$ cat src/rtl/fetch_sequencer_if.sv
// Fetch-sequencer bus: instruction-memory port plus the consumer-side handshake.
// master = sequencer, slave = memory/consumer.
interface fetch_sequencer_if;
  logic [31:0] imem_addr;
  logic [31:0] imem_data;
  logic [31:0] instr;
  logic [31:0] instr_pc;
  logic        instr_valid;
  logic        instr_ready;
  logic        redirect_valid;
  logic [31:0] redirect_target;
  logic        halted;
  logic [15:0] accept_count;

  modport master (
    output imem_addr,
    output instr,
    output instr_pc,
    output instr_valid,
    output halted,
    output accept_count,
    input  imem_data,
    input  instr_ready,
    input  redirect_valid,
    input  redirect_target
  );

  modport slave (
    input  imem_addr,
    input  instr,
    input  instr_pc,
    input  instr_valid,
    input  halted,
    input  accept_count,
    output imem_data,
    output instr_ready,
    output redirect_valid,
    output redirect_target
  );
endinterface

$ cat src/rtl/fetch_sequencer.sv
// Instruction fetch sequencer: fixed-latency fetch, held hand-off to a consumer,
// redirects, and a halt after a run of consecutive all-zero instructions.
module fetch_sequencer #(
  parameter logic [31:0] RESET_PC        = 32'd0,
  parameter int unsigned FETCH_LAT       = 1,
  parameter int unsigned NOOP_HALT_COUNT = 2
) (
  input logic                clk,
  input logic                rst_n,
  fetch_sequencer_if.master  bus
);

  typedef enum logic [1:0] {StFetch, StHold, StHalt} state_e;

  localparam logic [3:0] LatLast = 4'(FETCH_LAT - 1);
  localparam logic [3:0] NopHalt = 4'(NOOP_HALT_COUNT);

  state_e      state_q, state_d;
  logic [31:0] pc_q, pc_d;
  logic [3:0]  lat_q, lat_d;
  logic [3:0]  nop_q, nop_d;
  logic [31:0] instr_q, instr_d;
  logic [31:0] instr_pc_q, instr_pc_d;
  logic [15:0] acc_q, acc_d;
  logic [3:0]  nop_upd;

  // State register
  always_ff @(posedge clk) begin
    if (!rst_n) begin
      state_q    <= StFetch;
      pc_q       <= RESET_PC;
      lat_q      <= 4'd0;
      nop_q      <= 4'd0;
      instr_q    <= 32'd0;
      instr_pc_q <= 32'd0;
      acc_q      <= 16'd0;
    end else begin
      state_q    <= state_d;
      pc_q       <= pc_d;
      lat_q      <= lat_d;
      nop_q      <= nop_d;
      instr_q    <= instr_d;
      instr_pc_q <= instr_pc_d;
      acc_q      <= acc_d;
    end
  end

  // Next-state logic
  always_comb begin
    state_d    = state_q;
    pc_d       = pc_q;
    lat_d      = lat_q;
    nop_d      = nop_q;
    instr_d    = instr_q;
    instr_pc_d = instr_pc_q;
    acc_d      = acc_q;
    nop_upd    = (instr_q == 32'd0) ? nop_q + 4'd1 : 4'd0;

    unique case (state_q)
      StFetch: begin
        if (bus.redirect_valid) begin
          // Abort the pending capture; the old address never reaches instr.
          pc_d    = bus.redirect_target;
          lat_d   = 4'd0;
          nop_d   = 4'd0;
          state_d = StFetch;
        end else if (lat_q == LatLast) begin
          instr_d    = bus.imem_data;
          instr_pc_d = pc_q;
          state_d    = StHold;
        end else begin
          lat_d = lat_q + 4'd1;
        end
      end

      StHold: begin
        if (bus.instr_ready && (acc_q != 16'hFFFF)) begin
          acc_d = acc_q + 16'd1;
        end
        if (bus.redirect_valid) begin
          // Redirect wins the PC and suppresses any halt, even alongside an accept.
          pc_d    = bus.redirect_target;
          lat_d   = 4'd0;
          nop_d   = 4'd0;
          state_d = StFetch;
        end else if (bus.instr_ready) begin
          nop_d = nop_upd;
          if (nop_upd == NopHalt) begin
            state_d = StHalt;
          end else begin
            pc_d    = pc_q + 32'd1;
            lat_d   = 4'd0;
            state_d = StFetch;
          end
        end
      end

      StHalt: begin
        state_d = StHalt;
      end

      default: begin
        state_d = StFetch;
      end
    endcase
  end

  // Outputs
  always_comb begin
    bus.imem_addr    = pc_q;
    bus.instr        = instr_q;
    bus.instr_pc     = instr_pc_q;
    bus.instr_valid  = (state_q == StHold);
    bus.halted       = (state_q == StHalt);
    bus.accept_count = acc_q;
  end

endmodule

$ cat src/flat_wrapper.sv
// flat-port wrapper written by rule: the top's interface ports become plain ports
module fetch_sequencer_flat 
#(
  parameter logic [31:0] RESET_PC        = 32'd0,
  parameter int unsigned FETCH_LAT       = 1,
  parameter int unsigned NOOP_HALT_COUNT = 2
)
  (clk, rst_n, bus_imem_addr, bus_instr, bus_instr_pc, bus_instr_valid, bus_halted, bus_accept_count, bus_imem_data, bus_instr_ready, bus_redirect_valid, bus_redirect_target);
  fetch_sequencer_if bus_i ();
  input logic clk;
  input logic rst_n;
  output wire logic [$bits(bus_i.imem_addr)-1:0] bus_imem_addr;
  output wire logic [$bits(bus_i.instr)-1:0] bus_instr;
  output wire logic [$bits(bus_i.instr_pc)-1:0] bus_instr_pc;
  output wire logic [$bits(bus_i.instr_valid)-1:0] bus_instr_valid;
  output wire logic [$bits(bus_i.halted)-1:0] bus_halted;
  output wire logic [$bits(bus_i.accept_count)-1:0] bus_accept_count;
  input wire logic [$bits(bus_i.imem_data)-1:0] bus_imem_data;
  input wire logic [$bits(bus_i.instr_ready)-1:0] bus_instr_ready;
  input wire logic [$bits(bus_i.redirect_valid)-1:0] bus_redirect_valid;
  input wire logic [$bits(bus_i.redirect_target)-1:0] bus_redirect_target;
  assign bus_imem_addr = bus_i.imem_addr;
  assign bus_instr = bus_i.instr;
  assign bus_instr_pc = bus_i.instr_pc;
  assign bus_instr_valid = bus_i.instr_valid;
  assign bus_halted = bus_i.halted;
  assign bus_accept_count = bus_i.accept_count;
  assign bus_i.imem_data = bus_imem_data;
  assign bus_i.instr_ready = bus_instr_ready;
  assign bus_i.redirect_valid = bus_redirect_valid;
  assign bus_i.redirect_target = bus_redirect_target;
  fetch_sequencer #(.RESET_PC(RESET_PC), .FETCH_LAT(FETCH_LAT), .NOOP_HALT_COUNT(NOOP_HALT_COUNT)) u_core (.clk(clk), .rst_n(rst_n), .bus(bus_i));
endmodule
$ cat config.mk
export PLATFORM = sky130hd
export DESIGN_NAME = fetch_sequencer_flat
export DESIGN_NICKNAME = d
export VERILOG_FILES = /design/src/rtl/fetch_sequencer_if.sv /design/src/rtl/fetch_sequencer.sv /design/src/flat_wrapper.sv
export SDC_FILE = /design/constraint.sdc
export NUM_CORES = 1
export LEC_CHECK = 0
export ABC_AREA = 1
export BUFFER_PORTS_ARGS = -buffer_cell sky130_fd_sc_hd__clkbuf_2
export CAP_MARGIN = 10
export CELL_PAD_IN_SITES_DETAIL_PLACEMENT = 1
export CELL_PAD_IN_SITES_GLOBAL_PLACEMENT = 1
export CORE_MARGIN = 3
export CORE_UTILIZATION = 32
export DETAILED_ROUTE_END_ITERATION = 12
export PLACE_DENSITY_LB_ADDON = 0.1
export SYNTH_ARGS = -nofsm -noshare
export SYNTH_HDL_FRONTEND = slang
export SYNTH_SLANG_ARGS = --single-unit
export TNS_END_PERCENT = 50
$ cat constraint.sdc
create_clock -name clk -period 1.5 [get_ports clk]
set_input_delay 0.3 -clock clk [delete_from_list [all_inputs] [get_ports clk]]
set_output_delay 0.3 -clock clk [all_outputs]
set_load 0.05 [all_outputs]
* Word-level counts from Yosys, hierarchy flattened
Index checks and enable logic that the tools add are counted.
** Cells by class
- Add/sub/neg operators :: 4
- Equality and inequality tests :: 9
- Mux-type cells :: 22
- Bitwise gates (word level) :: 1
- Reductions and logical operators :: 11
** Operators with widths (number)
- two-way mux 32 bit :: 4
- one-hot mux 32 bit (2 select lines) :: 1
- two-way mux 4 bit :: 9
- adder 32 x 1 -> 32 bit (second input constant) :: 1
- zero test 32 bit :: 1
- adder 16 x 1 -> 16 bit (second input constant) :: 1
- != test 16 bit (second input constant) :: 1
- one-hot mux 4 bit (2 select lines) :: 2
- two-way mux 2 bit :: 5
- adder 4 x 1 -> 4 bit (second input constant) :: 2
- AND reduction 4 bit :: 2
- != test 3 bit (second input constant) :: 2
- one-hot mux 2 bit (3 select lines) :: 1
- AND reduction 3 bit :: 2
- equality test 4 x 2 -> 1 bit (second input constant) :: 1
- zero test 4 bit :: 1
- AND reduction 2 bit :: 2
- != test 3 x 1 -> 1 bit (second input constant) :: 1
- != test 3 x 2 -> 1 bit (second input constant) :: 1
- equality test 2 x 1 -> 1 bit (second input constant) :: 1
- equality test 2 bit (second input constant) :: 1
- zero test 2 bit :: 1
- != test 2 bit (second input constant) :: 1
- nonzero test 2 bit :: 1
- other kinds (2) :: 2
** Storage, ports and cells
- Flip-flop bits (word level) :: 122
- Bits of input ports :: 68

* Longest topological paths before layout
Gate-level depths: netlist of run 1.
- Word-level depth :: 7
- Depth in mapped cells :: 11
- Gate-level depth less buffers :: 11

* Worst setup path before layout of run 1
OpenSTA, ideal clock, no wires.
- Kind :: register -> register
- From :: register u_core.pc_q[1] (netlist: u_core.bus.imem_addr[1])
- To :: register u_core.pc_q[18] (netlist: u_core.bus.imem_addr[18])
- Setup time :: 0.111 ns
- Data arrival time :: 1.899 ns
- Data required time :: 1.389 ns
- Path slack :: -0.511 ns
- Cell stages (with the launch flop) :: 11
- Cell sequence :: dfxtp_1 > ha_1 > nand3_1 > nor2_2 > nand2_1 > nor2_2 > nand4_1 > nand3_1 > nand2_1 > nor2_1 > nor2_1
** On the way
- Cells in the longest elaborated chain, start to end :: 5
** RTL lines
- start, declared :: RTL line fetch_sequencer.sv:19 : logic [31:0] pc_q, pc_d;
- start signal, assigned :: RTL line fetch_sequencer.sv:39 : pc_q <= pc_d;
- adder 32 x 1 -> 32 bit :: RTL line fetch_sequencer.sv:91 : pc_d = pc_q + 32'd1;
- two-way mux 32 bit :: RTL line fetch_sequencer.sv:88 : if (nop_upd == NopHalt) begin
- two-way mux 32 bit :: RTL line fetch_sequencer.sv:86 : end else if (bus.instr_ready) begin
- two-way mux 32 bit :: RTL line fetch_sequencer.sv:80 : if (bus.redirect_valid) begin
- one-hot mux 32 bit (2 select lines) :: RTL line fetch_sequencer.sv:59 : unique case (state_q)
Every way passes these cells. The select of a mux whose other input is x is not followed.
A chain may end at the register's enable or synchronous reset.

* Worst setup path after layout of run 1
- From :: register u_core.instr_q[24] (netlist: u_core.bus.instr[24])
- To :: register u_core.pc_q[0] (netlist: u_core.bus.imem_addr[0])
** On the way
- Cells in the longest elaborated chain, start to end :: 5
** RTL lines
- start, declared :: RTL line fetch_sequencer.sv:22 : logic [31:0] instr_q, instr_d;
- start signal, assigned :: RTL line fetch_sequencer.sv:42 : instr_q <= instr_d;
- zero test 32 bit :: RTL line fetch_sequencer.sv:57 : nop_upd = (instr_q == 32'd0) ? nop_q + 4'd1 : 4'd0;
- two-way mux 4 bit :: RTL line fetch_sequencer.sv:57
- equality test 4 x 2 -> 1 bit :: RTL line fetch_sequencer.sv:88
- != test 3 bit (no line)
- AND reduction 4 bit (no line)
Every way passes these cells.

==> qor.yml, run 1 <==
status:
  status: "finished, violations left"
  violations: "negative setup slack"
synth:
  ys_dominant_reg_cell: "dfxtp_1"
  synth_cell_types: 33
  yosysWarnings: 0
  synth_seq_area_share_pct: 40.1
  synthMuxAreaShare_pct: 0
  netlist_area_um2: 6080
  syn_nets: 1007
  synth_top_area_share_pct: 40.1
  synth_most_common_cell: "nand2_1"
  yosys.area.top_type: "dfxtp_1"
  synth_edf_count: 0
  synth_common_cells: "nand2_1 (239), nor2_1 (187), dfxtp_1 (122)"
  synth_xor_area_share_pct: 3.31
  yosys-top-cells-area: "dfxtp_1 (40%), nand2_1 (15%), nor2_1 (12%)"
  synth-simple-area-share_pct: 35.1
  synthCells: 934
  synth_compound_area_share_pct: 13.2
  ys_seq_elements: 122
  synthAdderAreaFrac_pct: 1.03
  async_flop_share_pct: 0
  synth_top_family_by_area: "simple AND/OR/NAND/NOR gates"
  syn_area_per_cell_um2: 6.51
pwr:
  intPower_uw: 7490
  worst_ir_drop_vdd_mv: 0.760
  pwr-share-comb_pct: 30.8
  clock_power_share_pct: 37.0
  p_per_area_nw_per_um2: 1120
  seqPwrFrac_pct: 32.2
  p_sw_share_pct: 36.0
  p_leak_uw: 0.00471
  netSwitchingPower_uw: 4220
clock_network:
  cts.clk_slew.worst_paths_ns: 0.06
  clk_latency_ns: 0.43
  cts_tree: "built"
  cts.sinks: 122
  root_buffer: "clkbuf_16"
  numCtsBuffers: 17
  htree_levels: 4
  holdBufCountCts: 0
  cts_max_path_buffers: 2
placement:
  dp.final_hpwl_um: 17900
  place_congestion: 0.861
  port_buffers: 181
  dp_slack_ns: -0.222
sta:
  max_freq_mhz: 583
  post-route-period-util_pct: 114
  finalHoldViolCount: 0
  drv_slew: 0
  tightestPinTransition_ns: 0.408
  setup_violations: 107
  fin_crit_ns: 1.71
  final.setup.worst_slack_ns: -0.215
  rsz0062_at_grt: "true"
  slew_headroom_pct: 72.8
  fin_skew_ns: 0.00980
  worst_hold_slack_ns: 0.114
hold_path:
  whs_endpoint: "u_core.bus.instr[31]$_SDFFE_PN0P_"
  hold_depth: 3
  hold_class: "primary input to flop"
  hold_start: "bus_imem_data[31]"
global_routing:
  grt_pass1_wl_um: 40100
  antenna_found_initial: 0
  grt_overflow: 0
  grt_max_degree: 45
  grt.total_usage_pct: 24.7
  grt_pass1_vias: 7710
critical_path:
  cp_data_required_time_ns: 1.85
  reg2reg_to: "u_core.bus.imem_addr[0]$_SDFFE_PN0P_"
  r2r_setup_slack_ns: -0.21
  reg2reg_depth: 10
  timing.rr.start: "u_core.bus.instr[24]$_SDFFE_PN0P_"
  crit_type: "flop to flop"
  crit_fanout: 8
  worstPathArrival_ns: 2.07
  critPathCaptureType: "flop"
  startpoint_type: "flop"
route:
  first_iter_violations: 369
  dr.pass1.iters: 4
  wl_per_cell_um: 18.3
  wl_um: 27500
  drc: 0
  vias: 7536
  via_per_inst: 5.00
  antenna_left: 0
die:
  die_area_um2: 20700
  io_pins: 182
  die_x_um: 144
  die_height_um: 144
  coreArea_um2: 18300
  row_count: 49
  start_util_pct: 33.2
run:
  drv_cap: 0
layout:
  fill_cells: 2289
  fin_nets: 1337
  area_growth_pct: 71.2
  drive_above_1_share_pct: 48.8
  diodes: 0
==> sequential cells by signal (all words and copies together), names as in the netlist <==
name and count:
u_core.lat_q 4, u_core.bus.instr_pc 32, u_core.bus.accept_count 16, u_core.state_q 2
u_core.bus.instr 32, u_core.nop_q 4, u_core.bus.imem_addr 32
==> power by group through the flow <==
stage,clock network (uW),logic (uW),registers (uW)
after floorplan,0,823,4770
after global placement,0,2790,3800
after detailed placement,0,2840,3810
after CTS,4360,3240,3750
after global routing,4550,3830,3810
final,4330,3610,3770
==> layer usage <==
layer  track usage (%)  wire (um)  share of wire, %
met5                 0          0                 0
met4              7.43        571               2.1
met3              4.53       1050               3.8
met2              43.1      13700                50
met1              31.1      12200                44
==> worst max-delay path, stage by stage (launching register included) <==
cell and delay (ns):
dfxtp_4 0.34, nor2_1 0.12, nand2_1 0.09, nor2_1 0.11, nand2_1 0.11, nor2_4 0.16
nand4_4 0.14, nand2_8 0.19, clkbuf_16 0.21, nand2_4 0.05, a21oi_2 0.13
==> through the flow <==
step | TNS, ns | cell area, um2 | total power, uW | cells | util, %
after global routing | -21.44 | 10400 | 12200 | 1506 | 56.8
after floorplan | -0.668 | 6390 | 5590 | 934 | -
after detailed placement | -16.71 | 8560 | 6650 | 1446 | 46.7
after global placement | -9.05 | 8560 | 6590 | 1446 | 46.7
after CTS | -5.62 | 9740 | 11300 | 1495 | 53.1
final | -9.58 | 10400 | 11700 | 1506 | 56.8
==> final cells by class <==
class / count / area, um2 / area share, %
multi-input cells: 707 / 3930 / 37.7
repair buffers: 351 / 2670 / 25.6
flip-flops and latches: 122 / 2660 / 25.6
clock buffers: 18 / 439 / 4.22
well taps: 229 / 287 / 2.75
inverters: 65 / 259 / 2.49
clock inverters: 14 / 170 / 1.63
==> layout by cell type, fill, tap and decap left out, drive strengths merged, types with 2 or more instances in the layout <==
master,synthesis,layout
a21oi,67,67
xor2,18,18
o21ai,90,90
nor3b,3,3
nand2,241,242
nor2,196,196
buf,18,179
bufinv,0,3
ha,5,5
clkbuf,23,190
inv,64,67
nand3,45,45
xnor2,5,5
clkinv,1,7
nor3,19,19
clkinvlp,0,2
or2,2,2
dfxtp,122,122
nand4,12,12
==> worst max path at each step <==
stage / start / to / slack [ns] / cells after the start
global placement: u_core.bus.instr[16]$_SDFFE_PN0P_ / u_core.bus.imem_addr[10]$_SDFFE_PN0P_ / -0.15 / 11
CTS: u_core.bus.instr[4]$_SDFFE_PN0P_ / u_core.bus.imem_addr[31]$_SDFFE_PN0P_ / -0.17 / 10
finish: u_core.bus.instr[24]$_SDFFE_PN0P_ / u_core.bus.imem_addr[0]$_SDFFE_PN0P_ / -0.21 / 10
floorplan: u_core.bus.imem_addr[27]$_SDFFE_PN0P_ / u_core.bus.imem_addr[28]$_SDFFE_PN0P_ / -0.04 / 9
detailed placement: u_core.nop_q[0]$_SDFFE_PN0P_ / u_core.bus.imem_addr[17]$_SDFFE_PN0P_ / -0.22 / 10
global route: u_core.bus.instr[21]$_SDFFE_PN0P_ / u_core.bus.imem_addr[14]$_SDFFE_PN0P_ / -0.30 / 11
==> kinds of logic after synthesis <==
family / after synthesis
buf+inv: 106
flops: 122
simple gates: 519
xor+xnor: 23
fa+ha+maj: 5
compound gates: 159
==> timing repair <==
item / in CTS / in global routing
gates cloned: 8 / 5
buffers inserted: 11 / 6
pin swaps: 22 / 53
gates resized for setup: 113 / 177
setup endpoints to repair: 124 / 133
Note: power is estimated with default switching activity, not from simulation.
==> run 2: changes to the inputs <==
CORE_UTILIZATION = 35   (was 32)
clock period = 1.8 ns   (was 1.5 ns; I/O delays follow)
==> qor.yml, run 2 (same netlist as run 1, synthesis figures left out) <==
layout:
  area_growth_pct: 38.5
  fin_area_um2: 8430
  multi_input_area_um2: 3380
  final_common_cell: "nand2_1"
  fin_nets: 1224
  ff_latch_area_um2: 2470
  diodes: 0
  fill_cells: 2276
  final_cell_mix: "nand2_1 (231), clkbuf_2 (180), nor2_1 (175)"
  drive_above_1_share_pct: 29.6
  utilization_pct: 50.1
clock_network:
  cts.clk_slew.worst_paths_ns: 0.06
  clk_latency_ns: 0.42
  numCtsBuffers: 17
  cts_tree: "built"
  holdBufCountCts: 0
  cts.sinks: 122
  cts_max_path_buffers: 2
  htree_levels: 4
  root_buffer: "clkbuf_16"
pwr:
  finalPower_uw: 8630
  p_leak_uw: 0.00379
  worst_ir_drop_vdd_mv: 0.681
  p_per_area_nw_per_um2: 1020
route:
  via_per_inst: 4.97
  wl_per_cell_um: 16.4
  wl_um: 22700
  drc: 0
  dr.pass1.iters: 5
  vias: 6880
  antenna_left: 0
  first_iter_violations: 383
sta:
  fin_crit_ns: 1.73
  setup_violations: 0
  slew_headroom_pct: 70.2
  tightestPinTransition_ns: 0.447
  post-route-period-util_pct: 96.0
  finalHoldViolCount: 0
  drv_slew: 0
  fin_skew_ns: 0.00787
  worst_hold_slack_ns: 0.185
  rsz0062_at_grt: "true"
  tns_ns: 0
  max_freq_mhz: 578
critical_path:
  path_delay_family: "simple AND/OR/NAND/NOR gates"
  cp_num_buf_inv: 1
  slowest_delay_ns: 0.33
  critPathSlowestCell: "dfxtp_2"
  crit_type: "flop to flop"
  critPathCaptureType: "flop"
  crit_path_cell_trace: "nor2_2 > nand2_1 > nor2_2 > nand2_2 > nor2_4 > nand4_4 > nand2_8 > clkbuf_16 > nand2_1 > a21oi_1"
  cp_data_required_time_ns: 2.14
  timing.rr.start: "u_core.bus.instr[20]$_SDFFE_PN0P_"
  worstPathArrival_ns: 2.07
  worstSetupStartpoint: "u_core.bus.instr[20]$_SDFFE_PN0P_"
  crit_fanout: 8
  startpoint_type: "flop"
status:
  status: "completed"
hold_path:
  hold_start: "bus_imem_data[14]"
  hold_class: "primary input to flop"
die:
  io_pins: 182
  coreArea_um2: 16800
  die_x_um: 138
  start_util_pct: 36.2
  die_area_um2: 19000
  die_height_um: 138
  row_count: 47
global_routing:
  grt.total_usage_pct: 23.7
  grt_pass1_vias: 6758
  antenna_found_initial: 0
  grt_max_degree: 64
  grt_overflow: 0
  grt_pass1_wl_um: 35300
placement:
  post_dp_cell_area_um2: 7440
  place_congestion: 0.857
  dp.final_hpwl_um: 16100
  port_buffers: 181
run:
  drv_cap: 0
run 2: cell count changes in the layout (fill, tap and decap cells not counted), sizes merged:
cell      delta
buf        -126
bufinv       -2
inv          -3
clkinvlp     +2
clkbuf      +16
run 2: final timing paths:
kind	slack (ns)	cells after the start	end
setup / recovery	0.07	10	u_core.bus.imem_addr[7]$_SDFFE_PN0P_
hold / removal	0.18	3	u_core.bus.instr[14]$_SDFFE_PN0P_
setup reg to reg	0.07	10	u_core.bus.imem_addr[7]$_SDFFE_PN0P_
hold reg to reg	0.48	2	u_core.bus.accept_count[2]$_SDFFE_PN0P_
run 2: what timing repair did:
item,in CTS,in global routing
endpoints found under the setup margin,2,116
pin swaps,0,18
resized for setup,5,53
setup buffers,2,12
cloned,0,5
run 2: tightest hold or removal path: stages:
cell and delay, ns:
clkbuf_2 0.08, o21ai_1 0.06, nor2_1 0.07
run 2: where the power goes:
part           internal, uW  total [uW]  switching [uW]  leakage, uW
Clock                  2000        3310            1310     0.000275
Sequential             2940        3140             196      0.00101
Combinational           593        2180            1590      0.00250
Total                  5540        8630            3100      0.00379
run 2: final cells by class:
class                      instances  share of cell area, %
clock buffer                      21                   5.58
clock inverter                    11                   1.13
inverter                          65                   2.94
multi-input combinational        707                   40.1
sequential                       122                   29.3
tap                              220                   3.27
timing repair buffer             238                   17.7
run 2: routing by layer:
layer	track usage [%]	share of wire [%]	up-vias
met5	0	0	-
met1	31.7	46	3276
li1	-	-	3434
met2	39.4	48	145
met4	6.70	1.3	0
met3	4.06	4.0	25
run 2: stage by stage:
step | instances | setup WS (ns)
3_5_place_dp | 1333 | -0.000869
4_1_cts | 1367 | 0.0131
6_report | 1384 | 0.0712
5_1_grt | 1384 | -0.0644
3_3_place_gp | 1333 | 0.0378
2_1_floorplan | 934 | -0.000408
